File: config.mk
export PLATFORM = sky130hd
export DESIGN_NAME = control_pd_debug_multi_capture
export DESIGN_NICKNAME = d
export VERILOG_FILES = /design/src/rtl/control_pd_debug_pkg.sv /design/src/rtl/control_pd_debug_field_match.sv /design/src/rtl/control_pd_debug_multi_capture.sv
export SDC_FILE = /design/constraint.sdc
export NUM_CORES = 1
export LEC_CHECK = 0
export ABC_AREA = 1
export BUFFER_PORTS_ARGS = -buffer_cell sky130_fd_sc_hd__buf_2
export CORE_AREA = 2 2 391 393
export DETAILED_ROUTE_END_ITERATION = 7
export DIE_AREA = 0 0 393 395
export PLACE_DENSITY = 0.57
export SLEW_MARGIN = 20
export SYNTH_ARGS = -nofsm -noshare
export SYNTH_HDL_FRONTEND = slang
export SYNTH_HIERARCHICAL = 1
export SYNTH_SLANG_ARGS = --single-unit
File: constraint.sdc
create_clock -name clk -period 12.36 [get_ports clk]
set_clock_uncertainty 0.1 [all_clocks]
set_input_delay 1.236 -clock clk [delete_from_list [all_inputs] [get_ports clk]]
set_output_delay 1.236 -clock clk [all_outputs]
set_load 0.03 [all_outputs]
File: src/rtl/control_pd_debug_pkg.sv
// Shared types and helpers for the PD debug tap.
// No logic, no latency.
// No flow control.
package control_pd_debug_pkg;

    typedef enum logic [1:0] {
        CAP_IDLE    = 2'd0,
        CAP_ARMED   = 2'd1,
        CAP_CAPTURE = 2'd2,
        CAP_DONE    = 2'd3
    } cap_state_e;

    localparam int CFG_CNT_EN = 0;
    localparam int CFG_CAP_EN = 1;
    localparam int CFG_WRAP   = 2;
    localparam int CFG_SEQ    = 3;

    // Number of 32b words needed to hold a field of the given width.
    function automatic int word_count(input int width);
        return (width + 31) / 32;
    endfunction

endpackage

File: src/rtl/control_pd_debug_field_match.sv
// One mask/value comparator: hit when every masked PD bit equals the value bit.
// Combinational, zero latency.
// No flow control.
module control_pd_debug_field_match #(
    parameter int PD_WIDTH = 100
) (
    input  logic [PD_WIDTH-1:0] eq_pd,
    input  logic [PD_WIDTH-1:0] field_value,
    input  logic [PD_WIDTH-1:0] field_mask,
    output logic                match
);

    assign match = ~|((eq_pd ^ field_value) & field_mask);

endmodule

File: src/rtl/control_pd_debug_multi_capture.sv
// PD debug tap: per-field match counter pulses plus an arm/trigger sequenced PD history buffer.
// Counter pulses combinational; capture writes on the next edge; word readout 1 clk.
// No backpressure, one write per cycle. CONTROL_PD_DEBUG_TIMESTAMP_EN adds per-entry timestamps.
module control_pd_debug_multi_capture
    import control_pd_debug_pkg::*;
#(
    parameter int PD_WIDTH           = 100,
    parameter int NUM_FIELDS         = 4,
    parameter int CAPTURE_DEPTH      = 8,
    parameter int PACKET_SIZE_OFFSET = 0,
    parameter int PACKET_SIZE_WIDTH  = 12,
    parameter int WIN_W              = 16,
    localparam int FSEL_W = $clog2(NUM_FIELDS),
    localparam int PTR_W  = $clog2(CAPTURE_DEPTH),
    localparam int WORDS  = word_count(PD_WIDTH),
    localparam int WSEL_W = $clog2(WORDS + 1)
) (
    input  logic                             clk,
    input  logic                             rstn,
    input  logic                             e_valid,
    input  logic [PD_WIDTH-1:0]              eq_pd,
    input  logic [NUM_FIELDS*PD_WIDTH-1:0]   cfg_field_value,
    input  logic [NUM_FIELDS*PD_WIDTH-1:0]   cfg_field_mask,
    input  logic [3:0]                       cfg_en,
    input  logic [FSEL_W-1:0]                cfg_arm_field_sel,
    input  logic [FSEL_W-1:0]                cfg_trig_field_sel,
    input  logic [WIN_W-1:0]                 cfg_window,
    input  logic [PTR_W:0]                   cfg_post_count,
    input  logic                             capture_trigger,
    input  logic [PTR_W-1:0]                 rd_entry_sel,
    input  logic [WSEL_W-1:0]                rd_word_sel,
    output logic [NUM_FIELDS-1:0]            field_cnt_inc,
    output logic [NUM_FIELDS-1:0]            field_byte_cnt_inc,
    output logic [PACKET_SIZE_WIDTH-1:0]     byte_cnt_inc_amount,
    output logic                             total_pd_cnt_inc,
    output logic                             capture_match_o,
    output logic [1:0]                       capture_state,
    output logic [PTR_W:0]                   capture_fill,
    output logic [31:0]                      dbg2cif_c_debug_pd_out
);

    localparam logic [PTR_W:0] FILL_MAX = (PTR_W+1)'(CAPTURE_DEPTH);

    logic [NUM_FIELDS-1:0] match;

    for (genvar gi = 0; gi < NUM_FIELDS; gi++) begin : g_field
        control_pd_debug_field_match #(.PD_WIDTH(PD_WIDTH)) u_match (
            .eq_pd       (eq_pd),
            .field_value (cfg_field_value[gi*PD_WIDTH +: PD_WIDTH]),
            .field_mask  (cfg_field_mask[gi*PD_WIDTH +: PD_WIDTH]),
            .match       (match[gi])
        );
    end

    logic cnt_en, cap_en, wrap_en, seq_en;
    assign cnt_en  = cfg_en[CFG_CNT_EN];
    assign cap_en  = cfg_en[CFG_CAP_EN];
    assign wrap_en = cfg_en[CFG_WRAP];
    assign seq_en  = cfg_en[CFG_SEQ];

    assign field_cnt_inc       = match & {NUM_FIELDS{e_valid & cnt_en}};
    assign field_byte_cnt_inc  = field_cnt_inc;
    assign byte_cnt_inc_amount = eq_pd[PACKET_SIZE_OFFSET +: PACKET_SIZE_WIDTH];
    assign total_pd_cnt_inc    = e_valid & cnt_en;

    cap_state_e       state;
    logic [WIN_W-1:0] win_cnt;
    logic [WIN_W:0]   win_nxt;
    logic [PTR_W:0]   post_cnt, fill, fill_nxt;
    logic [PTR_W+1:0] post_nxt;
    logic [PTR_W-1:0] wr_ptr;
    logic             arm_hit, trig_hit, room, wr_en;
    logic             post_hit, full_hit, fin, win_expired;

    assign arm_hit     = e_valid & match[cfg_arm_field_sel];
    assign trig_hit    = e_valid & (match[cfg_trig_field_sel] | capture_trigger);
    assign room        = wrap_en | (fill != FILL_MAX);
    assign fill_nxt    = (fill == FILL_MAX) ? FILL_MAX : fill + (PTR_W+1)'(1);
    assign post_nxt    = {1'b0, post_cnt} + (PTR_W+2)'(1);
    assign win_nxt     = {1'b0, win_cnt} + (WIN_W+1)'(1);
    assign post_hit    = (cfg_post_count != '0) && (post_nxt == {1'b0, cfg_post_count});
    assign full_hit    = !wrap_en && (fill_nxt == FILL_MAX);
    assign fin         = wr_en && (post_hit || full_hit);
    // win_nxt is the number of ARMED cycles including this one.
    assign win_expired = (cfg_window != '0) && (win_nxt >= {1'b0, cfg_window});

    always_comb begin
        wr_en = 1'b0;
        if (cap_en && room) begin
            case (state)
                CAP_ARMED:   wr_en = trig_hit;
                CAP_CAPTURE: wr_en = seq_en ? e_valid : trig_hit;
                default:     wr_en = 1'b0;
            endcase
        end
    end

    assign capture_match_o = wr_en;
    assign capture_state   = state;
    assign capture_fill    = fill;

    always_ff @(posedge clk) begin
        if (!rstn || !cap_en) begin
            state    <= CAP_IDLE;
            fill     <= '0;
            wr_ptr   <= '0;
            win_cnt  <= '0;
            post_cnt <= '0;
        end else begin
            if (wr_en) begin
                wr_ptr   <= wr_ptr + PTR_W'(1);
                fill     <= fill_nxt;
                post_cnt <= post_nxt[PTR_W:0];
            end
            case (state)
                CAP_IDLE: begin
                    if (!seq_en) begin
                        state    <= CAP_CAPTURE;
                        post_cnt <= '0;
                    end else if (arm_hit) begin
                        state    <= CAP_ARMED;
                        win_cnt  <= '0;
                        post_cnt <= '0;
                    end
                end
                CAP_ARMED: begin
                    if (trig_hit)
                        state <= (fin || !room) ? CAP_DONE : CAP_CAPTURE;
                    else if (win_expired)
                        state <= CAP_IDLE;
                    else
                        win_cnt <= win_nxt[WIN_W-1:0];
                end
                CAP_CAPTURE: begin
                    if (fin || !room)
                        state <= CAP_DONE;
                end
                default: ;
            endcase
        end
    end

    logic [PD_WIDTH-1:0] pd_buf [CAPTURE_DEPTH];

    always_ff @(posedge clk) begin
        if (rstn && wr_en)
            pd_buf[wr_ptr] <= eq_pd;
    end

    logic [PTR_W-1:0]    rd_phys;
    logic                rd_hit;
    logic [WORDS*32-1:0] rd_pad;
    logic [31:0]         ts_word, rd_word;

    // Entry 0 is the oldest still held.
    assign rd_phys = wr_ptr - fill[PTR_W-1:0] + rd_entry_sel;
    assign rd_hit  = {1'b0, rd_entry_sel} < fill;

`ifdef CONTROL_PD_DEBUG_TIMESTAMP_EN
    logic [31:0] ts_cnt;
    logic [31:0] ts_buf [CAPTURE_DEPTH];

    always_ff @(posedge clk) begin
        if (!rstn)
            ts_cnt <= '0;
        else
            ts_cnt <= ts_cnt + 32'd1;
    end

    always_ff @(posedge clk) begin
        if (rstn && wr_en)
            ts_buf[wr_ptr] <= ts_cnt;
    end

    assign ts_word = ts_buf[rd_phys];
`else
    assign ts_word = '0;
`endif

    always_comb begin
        rd_pad = '0;
        rd_pad[PD_WIDTH-1:0] = pd_buf[rd_phys];
        rd_word = '0;
        if (rd_hit) begin
            for (int w = 0; w < WORDS; w++) begin
                if (rd_word_sel == WSEL_W'(w))
                    rd_word = rd_pad[w*32 +: 32];
            end
            if (rd_word_sel == WSEL_W'(WORDS))
                rd_word = ts_word;
        end
    end

    always_ff @(posedge clk) begin
        if (!rstn)
            dbg2cif_c_debug_pd_out <= '0;
        else
            dbg2cif_c_debug_pd_out <= rd_word;
    end

endmodule

# == Yosys cells after proc, flatten, opt, wreduce, memory -nomap -nowiden ==
# Memory sizes are Yosys's and may differ from the RTL's.
# Index checks and enable logic that the tools add are counted.
# word_totals
register_bits,61
latchBits,0
mem_bits_rw,800
mem_bits_ro,0
in_bits,938
output_inout_bits,60
elab_cells,112
n_memories,1
# memory_table
name,depth,word_bits,read_ports,rd_clocked_by_memory_dff,wr,line_no,source
pd_buf,8,100,1,0,1,control_pd_debug_multi_capture.sv:143,logic [PD_WIDTH-1:0] pd_buf [CAPTURE_DEPTH];
# classes
add_sub_neg,6
mul,0
n_div,0
magnitude_cmp,4
n_eq_ne,17
shift,0
muxes,30
n_bitwise,16
reduce_logical,31
# ops
cell,n
100-bit AND,4
100-bit OR reduction,4
100-bit XOR,4
32-bit 2-to-1 mux,3
16-bit 2-to-1 mux,4
16-bit case mux with 2 select lines,1
4-bit 2-to-1 mux,6
16-bit by 1-bit adder with 17-bit output (second input constant),1
17-bit by 16-bit >= comparator with 1-bit output,1
16-bit nonzero test,1
2-bit 2-to-1 mux,5
2-bit inequality test (second input constant),5
4-bit == test (second input constant),2
1-bit zero test,8
1-bit 2-to-1 mux,7
3-bit by 2-bit == test with 1-bit output (second input constant),2
1-bit logical AND,6
2-bit by 3-bit < comparator with 1-bit output (second input constant),2
3-bit inequality test (second input constant),2
2-bit case mux with 3 select lines,1
4-bit by 1-bit adder with 5-bit output (second input constant),1
5-bit by 4-bit == test with 1-bit output,1
5-bit AND reduction,1
4-bit by 1-bit adder with 4-bit output (second input constant),1
24 further kinds,31

# == Depth between registers and ports, before layout ==
# Gate-level depths: netlist of run 1.
# logic_depth
ltp_word,16
mapped_depth,27
ltp_nobuf,27

# == By module ==
# The synthesis of run 1 kept the hierarchy.
# by_module_without_submodules
mod,n_inst,cells_per_inst,area_per_inst_um2,seq_area_each_um2
control_pd_debug_multi_capture,1,2760,34943.5,25244.2
control_pd_debug_field_match,4,483,2019.4,0.0

# == Worst setup path before layout of run 1 ==
# Ideal clock, no wire load.
# synth_path
path_kind,input-to-reg
startpoint,input port cfg_field_value[185]
endpoint,memory pd_buf[4][0] (enable)
setup_ns,0.682
arrival_ns,9.544
t_required_ns,11.578
path_slack_ns,2.033
path_stages,20
n_path_buf,0
path_cell_list,or2_1 nand3_2 nand2_1 nor2_1 nand2_1 nor2_1 nand3_1 nor2_1 nand2_1 nand3_1 nand2_1 nand2_1 nand2_1 inv_1 nand2_1 nand2_1 nand2_1 inv_1 nand2_1 nor3_1
# synth_via
elab_chain_cells,14
# synth_lines
element,line_no,source
from (decl),control_pd_debug_multi_capture.sv:22,"input logic [NUM_FIELDS*PD_WIDTH-1:0] cfg_field_value,"
100-bit XOR *,control_pd_debug_field_match.sv:13,assign match = ~|((eq_pd ^ field_value) & field_mask);
100-bit AND *,control_pd_debug_field_match.sv:13,
100-bit OR reduction *,control_pd_debug_field_match.sv:13,
1-bit zero test *,control_pd_debug_field_match.sv:13,
via match[1],control_pd_debug_multi_capture.sv:44,logic [NUM_FIELDS-1:0] match;
1-bit binary-select mux with 2-bit select *,control_pd_debug_multi_capture.sv:76,assign trig_hit = e_valid & (match[cfg_trig_field_sel] | capture_trigger);
1-bit 2-to-1 mux (implied by the code) *,control_pd_debug_multi_capture.sv:76,
1-bit bitwise OR *,control_pd_debug_multi_capture.sv:76,
1-bit AND *,control_pd_debug_multi_capture.sv:76,
1-bit 2-to-1 mux,control_pd_debug_multi_capture.sv:92,CAP_CAPTURE: wr_en = seq_en ? e_valid : trig_hit;
1-bit case mux with 2 select lines *,control_pd_debug_multi_capture.sv:90,case (state)
1-bit 2-to-1 mux *,control_pd_debug_multi_capture.sv:89,if (cap_en && room) begin
1-bit logical AND *,control_pd_debug_multi_capture.sv:146,if (rstn && wr_en)
1-bit 2-to-1 mux *,control_pd_debug_multi_capture.sv:146,
1-bit 2-to-1 mux (implied by the code) *,control_pd_debug_multi_capture.sv:147,pd_buf[wr_ptr] <= eq_pd;
to (decl),control_pd_debug_multi_capture.sv:143,
# Mark *: on every way through the listed nets, which the timed path passes. The rest lies on a longest branch. The select of a mux whose other input is x is not followed.

# == Final worst setup path of run 1 ==
# layout_path
startpoint,input port eq_pd[99]
endpoint,memory pd_buf[1][28] (enable)
# layout_via
elab_chain_cells,14
word_cells_on_any_way,26
classes_between,mux: 7; bitwise: 10; reduce/logical: 9
# layout_lines
element,line_no,source
from (decl),control_pd_debug_multi_capture.sv:21,"input logic [PD_WIDTH-1:0] eq_pd,"
100-bit XOR *,control_pd_debug_field_match.sv:13,
100-bit AND *,control_pd_debug_field_match.sv:13,
100-bit OR reduction *,control_pd_debug_field_match.sv:13,
1-bit zero test *,control_pd_debug_field_match.sv:13,
via match[2],control_pd_debug_multi_capture.sv:44,
1-bit binary-select mux with 2-bit select *,control_pd_debug_multi_capture.sv:76,
1-bit 2-to-1 mux (implied by the code) *,control_pd_debug_multi_capture.sv:76,
1-bit bitwise OR *,control_pd_debug_multi_capture.sv:76,
1-bit AND *,control_pd_debug_multi_capture.sv:76,
1-bit 2-to-1 mux,control_pd_debug_multi_capture.sv:92,
1-bit case mux with 2 select lines *,control_pd_debug_multi_capture.sv:90,
1-bit 2-to-1 mux *,control_pd_debug_multi_capture.sv:89,
1-bit logical AND *,control_pd_debug_multi_capture.sv:146,
1-bit 2-to-1 mux *,control_pd_debug_multi_capture.sv:146,
1-bit 2-to-1 mux (implied by the code) *,control_pd_debug_multi_capture.sv:147,
# Marks and branches as above.

==> results of run 1 <==
## Yosys cell counts (all sizes together)
cell type | n | area (µm²)
nor2 | 1045 | 3940
nand2 | 972 | 3660
edfxtp | 800 | 24000
inv | 371 | 1400
o21ai | 343 | 1720
nand3 | 340 | 1740
or2 | 156 | 976
o211ai | 103 | 773
o32ai | 100 | 876
buf | 98 | 542
clkbuf | 88 | 334
dfxtp | 61 | 1220
mux2i | 38 | 380
o221ai | 38 | 333
ha | 28 | 350
xor2 | 22 | 193
a21oi | 21 | 105
nand4 | 21 | 131
nor3 | 15 | 75.1
nor4 | 6 | 37.5
and3 | 4 | 25.0
o21a | 4 | 30.0
o21bai | 4 | 30.0
a211oi | 3 | 22.5
and2 | 3 | 18.8
xnor2 | 3 | 26.3
fa | 2 | 40.0
a22oi | 1 | 7.51
nor3b | 1 | 7.51
o2111a | 1 | 11.3
## cell families (layout without fill, tap and decap cells)
group | after synthesis | in the layout | share of synthesized area
fa+ha+maj | 30 | 30 | 0.00907
xor+xnor | 25 | 25 | 0.00509
simple gates | 2563 | 2563 | 0.247
mux | 38 | 38 | 0.00884
flops | 861 | 861 | 0.587
compound gates | 618 | 618 | 0.0908
other cells | 0 | 15 | 0
buf+inv | 557 | 1574 | 0.0528
## metal layers
layer	vias to the layer above	wire [µm]	GRT usage
met2	1266	76600	0.327
met1	17400	71200	0.276
li1	17800	-	-
met5	-	34	0
met3	202	11500	0.0354
met4	4	5590	0.0707
## power by group
part | leakage (nW) | internal [mW] | switching, mW
logic | 12.9 | 0.315 | 0.606
registers | 7.68 | 3.19 | 0.00709
clock network | 1.44 | 1.55 | 1.15
## sequential cells by signal, summed over array words and instances, names as in the netlist
| register | flops |
|---|---|
| pd_buf | 800 |
| dbg2cif_c_debug_pd_out | 32 |
| win_cnt | 16 |
| capture_fill | 4 |
| post_cnt | 4 |
| wr_ptr | 3 |
| capture_state | 2 |
## area by class of cell
class / instances / area, µm² / area share
Tap cell: 2030 / 2540 / 0.0479
Multi-Input combinational cell: 3274 / 15600 / 0.294
Antenna cell: 15 / 37.5 / 0.000707
Clock buffer: 117 / 2430 / 0.0459
Inverter: 371 / 1400 / 0.0264
Sequential cell: 861 / 25200 / 0.476
Timing Repair Buffer: 1033 / 5300 / 0.0998
Clock inverter: 53 / 510 / 0.00962
## worst min-delay path: stages (launching register included)
cell and delay (ns):
sky130_fd_sc_hd__dfxtp_1 0.33, sky130_fd_sc_hd__nor2_1 0.10, sky130_fd_sc_hd__nor2_1 0.04
## layout by cell type (no fill, tap or decap), types with 61 or more instances in the layout
| master | instances |
|---|---|
| sky130_fd_sc_hd__nand2_1 | 969 |
| sky130_fd_sc_hd__inv_1 | 367 |
| sky130_fd_sc_hd__clkbuf_16 | 91 |
| sky130_fd_sc_hd__o32ai_1 | 100 |
| sky130_fd_sc_hd__buf_2 | 997 |
| sky130_fd_sc_hd__o211ai_1 | 103 |
| sky130_fd_sc_hd__o21ai_0 | 305 |
| sky130_fd_sc_hd__or2_1 | 117 |
| sky130_fd_sc_hd__nand3_1 | 334 |
| sky130_fd_sc_hd__dfxtp_1 | 61 |
| sky130_fd_sc_hd__nor2_1 | 1037 |
| sky130_fd_sc_hd__edfxtp_1 | 800 |
## path summary, 6_finish.rpt
check / slack (ns) / cells past startpoint / end / from
min reg2reg: 0.41 / 2 / win_cnt[6] / win_cnt[6]
max reg2reg: 6.89 / 13 / dbg2cif_c_debug_pd_out[31] / wr_ptr[0]
min: 0.41 / 2 / win_cnt[6] / win_cnt[6]
max: 5.44 / 25 / pd_buf[1][28] / eq_pd[99]
==> impl_metrics.env, run 1 <==
export IMPL_holdBufCountCts=0
export IMPL_result_of_the_run="finished clean"
export IMPL_cts_root_to_sink_buffers=3
export IMPL_period_needed_ns=6.92
export IMPL_yosys_cell_types_count=44
export IMPL_tritoncts="built"
export IMPL_timing_final_crit_share=0.560
export IMPL_route_detailed_drc=0
export IMPL_chipWidth_um=393
export IMPL_vdd_ir_drop_worst_v=0.000129
export IMPL_post_route_cell_area_um2=53100
export IMPL_post_layout_nonfiller_instances=7754
export IMPL_number_of_global_route_vias_before_repair=34100
export IMPL_vias=36700
export IMPL_coreArea_um2=151000
export IMPL_worst_path_most_repeated_cell="sky130_fd_sc_hd__nand2_1"
export IMPL_synth_seq_cells=861
export IMPL_drt_initial_drc_count=3178
export IMPL_layout_core_utilization=0.351
export IMPL_layout_drive_gt1_share=0.213
export IMPL_post_synth_cell_area_avg_um2=9.17
export IMPL_drt_first_pass_iters=5
export IMPL_worst_endpoint_arrival_ns=7.10
export IMPL_final_power_mw=6.81
export IMPL_detail_route_wirelength_um=165000
export IMPL_initial_cell_density_of_the_core=0.285
export IMPL_timing_max_cap_violations=0
export IMPL_syn_num_nets=5660
export IMPL_critical_path_top_delay_family="simple AND/OR/NAND/NOR gates"
export IMPL_fillCellCount=15500
export IMPL_setup_total_negative_slack_ns=0
export IMPL_timing_worst_setup_path_type="in -> reg"
export IMPL_power_leakage_nw=22.0
export IMPL_tightest_slew_ns=1.11
export IMPL_grt_max_degree=187
export IMPL_ant_nets=0
export IMPL_timing_final_setup_violations=0
export IMPL_dieArea_um2=155000
export IMPL_portBuffers=997
export IMPL_place_area_um2=50100
export IMPL_synth_seq_area_share=0.587
export IMPL_insertion_delay_ns=0.67
export IMPL_groute_usage_overall=0.204
export IMPL_ys_warnings_count=6
export IMPL_worst_path_largest_cell_delay_ns=0.76
export IMPL_setup_ws_ns=5.44
export IMPL_whs_ns=0.412
export IMPL_power_density_cell_area_nw_per_um2=128
export IMPL_timing_slew_headroom=0.258
export IMPL_worstSetupStartpointType="input pin"
export IMPL_cts_post_setup_buffers_inserted=0
export IMPL_cts_sinks=861
export IMPL_cts_made_buffers=90
export IMPL_clock_fmax_mhz=144
export IMPL_crit_buf_inv=5
export IMPL_timing_critical_path_slowest_stage_cell="sky130_fd_sc_hd__buf_4"
export IMPL_ioPinCount=998
export IMPL_hpwl_um=121000
export IMPL_cts_resized=0
export IMPL_dpl_cell_count=7569
export IMPL_floorplan_rows=143
export IMPL_report_final_slew_viol_count=0
export IMPL_floorplan_die_height_um=395
export IMPL_dp_worst_setup_slack_ns=4.52
export IMPL_h_tree_depth=3
export IMPL_design_final_nets=6599
export IMPL_min_path_type="reg -> reg"
export IMPL_rsz_0062_raised_after_global_routing="false"
export IMPL_grt_pass1_wl_um=231000
export IMPL_antenna_found_initial=23
export IMPL_hold_violations=0
export IMPL_clk_pin_slew_worst_paths_ns=0.06
export IMPL_worst_path_max_fanout=49
export IMPL_vias_per_cell=4.73
export IMPL_wire_per_inst_um=21.3
export IMPL_cts_root_buf="sky130_fd_sc_hd__clkbuf_16"
export IMPL_gpl_final_weighted_congestion=0.956
export IMPL_netlist_area_um2=43000
export IMPL_flow_area_growth_from_synthesis_pct=23.4
export IMPL_critPathCaptureType="flop"
export IMPL_globalRoute_totalOverflow=0
export IMPL_crit_required_ns=12.54
export IMPL_netlist_instances=4692
Power figures use the tool's default switching activity.
==> inputs of run 2 (changes only) <==
- clock period: 12.36 -> 6.9 ns (I/O delays scaled with it)
==> run 2 against run 1 <==
Sequential power grew 79%. Clock power grew 79%. Worst hold slack lost 0.063 ns. Utilization grew 0.13 points. Design area grew 0.38%. Flip-flop and latch count is the same. Global-route usage shrank 0.25 points. First-iteration DRC count shrank 4.3%. Critical path depth shrank 1. Via count grew 0.66%. Wire length shrank 1.5%. Critical path type unchanged. Critical endpoint is now pd_buf[6][99].
==> impl_metrics.env, run 2 (same netlist as run 1, synthesis figures left out) <==
export IMPL_swShare=0.258
export IMPL_hold_violations=0
export IMPL_cts_sinks=861
export IMPL_timing_final_crit_share=0.824
export IMPL_worst_setup_path_startpoint="eq_pd[99]"
export IMPL_cts_root_buf="sky130_fd_sc_hd__clkbuf_16"
export IMPL_crit_required_ns=7.12
export IMPL_power_density_cell_area_nw_per_um2=229
export IMPL_initial_cell_density_of_the_core=0.285
export IMPL_report_final_slew_viol_count=0
export IMPL_coreArea_um2=151000
export IMPL_groute_usage_overall=0.201
export IMPL_flow_area_growth_from_synthesis_pct=23.8
export IMPL_power_leakage_nw=22.1
export IMPL_tritoncts="built"
export IMPL_detail_route_wirelength_um=162000
export IMPL_registers_with_the_highest_flip_flop_counts="pd_buf x800, dbg2cif_c_debug_pd_out x32, win_cnt x16"
export IMPL_layout_core_utilization=0.352
export IMPL_rsz_0062_raised_after_global_routing="false"
export IMPL_final_common_cell="sky130_fd_sc_hd__nor2_1"
export IMPL_drt_initial_drc_count=3040
export IMPL_h_tree_depth=3
export IMPL_floorplan_die_height_um=395
export IMPL_power_frac_comb=0.135
export IMPL_holdBufCountCts=0
export IMPL_insertion_delay_ns=0.66
export IMPL_seqPwrFrac=0.470
export IMPL_design_final_nets=6600
export IMPL_cts_post_setup_buffers_inserted=0
export IMPL_setup_ws_ns=1.21
export IMPL_dp_worst_setup_slack_ns=0.452
export IMPL_clock_fmax_mhz=176
export IMPL_ant_nets=0
export IMPL_antenna_found_initial=31
export IMPL_chipWidth_um=393
export IMPL_critPathCaptureType="flop"
export IMPL_internal_power_mw=9.05
export IMPL_ioPinCount=998
export IMPL_clk_pin_slew_worst_paths_ns=0.06
export IMPL_cts_resized=0
export IMPL_p_sw_mw=3.15
export IMPL_clock_power_share=0.395
export IMPL_tightest_slew_ns=0.907
export IMPL_worstSetupStartpointType="input pin"
export IMPL_timing_max_cap_violations=0
export IMPL_gpl_final_weighted_congestion=0.982
export IMPL_worst_endpoint_arrival_ns=5.90
export IMPL_wire_per_inst_um=20.9
export IMPL_dieArea_um2=155000
export IMPL_grt_max_degree=164
export IMPL_hpwl_um=116000
export IMPL_final_power_mw=12.2
export IMPL_hold_path_startpoint="eq_pd[55]"
export IMPL_timing_slew_headroom=0.395
export IMPL_period_needed_ns=5.69
export IMPL_cts_made_buffers=90
export IMPL_timing_final_setup_violations=0
export IMPL_worst_path_max_fanout=17
export IMPL_r2r_start="wr_ptr[0]"
export IMPL_cts_root_to_sink_buffers=3
export IMPL_min_path_type="in -> reg"
export IMPL_vias_per_cell=4.76
export IMPL_vias=37000
export IMPL_route_detailed_drc=0
export IMPL_globalRoute_totalOverflow=0
export IMPL_layout_drive_gt1_share=0.213
export IMPL_number_of_global_route_vias_before_repair=34500
export IMPL_portBuffers=997
export IMPL_timing_worst_setup_path_type="in -> reg"
export IMPL_floorplan_rows=143
export IMPL_result_of_the_run="finished clean"
export IMPL_most_common_layout_cells="1037 x sky130_fd_sc_hd__nor2_1, 997 x sky130_fd_sc_hd__buf_2, 969 x sky130_fd_sc_hd__nand2_1, 800 x sky130_fd_sc_hd__edfxtp_1, 367 x sky130_fd_sc_hd__inv_1"
export IMPL_grt_pass1_wl_um=229000
export IMPL_drt_first_pass_iters=6
export IMPL_largest_register="pd_buf"
export IMPL_vdd_ir_drop_worst_v=0.000199
export IMPL_largest_reg_flops=800
-- run 2: changes by cell type in the layout (fill, tap and decap cells not counted) --
cell,delta
sky130_fd_sc_hd__buf_12,+15
sky130_fd_sc_hd__buf_4,-14
sky130_fd_sc_hd__bufinv_16,-1
sky130_fd_sc_hd__clkbuf_1,+8
sky130_fd_sc_hd__clkbuf_16,+1
sky130_fd_sc_hd__clkinv_1,-7
sky130_fd_sc_hd__clkinv_2,-3
sky130_fd_sc_hd__clkinv_8,+1
sky130_fd_sc_hd__diode_2,+6
sky130_fd_sc_hd__inv_6,-1
-- run 2: power by group through the flow --
| stage | combinational [mW] | clock (mW) | sequential, mW |
|---|---|---|---|
| 6_report | 1.65 | 4.82 | 5.73 |
| 5_1_grt | 1.83 | 5.12 | 5.73 |
| 4_1_cts | 1.66 | 4.91 | 5.73 |
| 3_5_place_dp | 1.66 | 0 | 5.84 |
| 3_3_place_gp | 1.64 | 0 | 5.84 |
| 2_1_floorplan | 0.832 | 0 | 5.85 |
-- run 2: routing by layer --
layer,track usage,part of all wire,vias up
li1,-,-,17800
met2,0.331,0.47,1295
met3,0.0328,0.069,213
met4,0.0664,0.032,8
met5,0,0.00038,-
met1,0.269,0.43,17600
-- run 2: cell type report --
cell class,instances,area [µm²]
antenna,21,52.6
clock buffer,126,2490
clock inverter,42,447
fill,15400,97900
inverter,371,1400
multi-input combinational,3274,15600
sequential,861,25200
tap,2030,2540
timing repair buffer,1034,5490
-- run 2: per-stage QoR --
stage	std cells	setup TNS, ns	hold WS, ns	instance area, µm²
final	7759	0	0.349	53300
after global routing	7753	0	0.319	53300
after CTS	7738	0	0.300	53200
after detailed placement	7570	0	0.401	50300
after global placement	7570	0	0.397	50300
after floorplan	4692	-2057.20	0.360	43000
-- run 2: final timing paths --
kind              slack, ns  depth (start not counted)                    endpoint
setup / recovery       1.21                         24               pd_buf[6][99]
hold / removal         0.35                          1               pd_buf[2][55]
setup reg to reg       1.99                         15  dbg2cif_c_debug_pd_out[31]
hold reg to reg        0.41                          2                  win_cnt[6]
-- run 2: critical path, cell delays in order --
cell and delay [ns]:
sky130_fd_sc_hd__buf_2 0.35, sky130_fd_sc_hd__nand2_1 0.10, sky130_fd_sc_hd__nand2_1 0.08, sky130_fd_sc_hd__nor2_1 0.04
sky130_fd_sc_hd__nor2_1 0.39, sky130_fd_sc_hd__nand2_1 0.10, sky130_fd_sc_hd__nor2_1 0.11, sky130_fd_sc_hd__nand2_1 0.06
sky130_fd_sc_hd__nor2_1 0.65, sky130_fd_sc_hd__nand2_1 0.11, sky130_fd_sc_hd__nor2_1 0.35, sky130_fd_sc_hd__nand2_1 0.10
sky130_fd_sc_hd__nand3_1 0.08, sky130_fd_sc_hd__nand2_1 0.13, sky130_fd_sc_hd__nand2_1 0.13, sky130_fd_sc_hd__nand2_1 0.06
sky130_fd_sc_hd__inv_1 0.07, sky130_fd_sc_hd__nand2_1 0.10, sky130_fd_sc_hd__nand2_1 0.14, sky130_fd_sc_hd__nand2_1 0.25
sky130_fd_sc_hd__inv_1 0.36, sky130_fd_sc_hd__nand2_1 0.28, sky130_fd_sc_hd__nor3_2 0.71, sky130_fd_sc_hd__buf_4 0.41
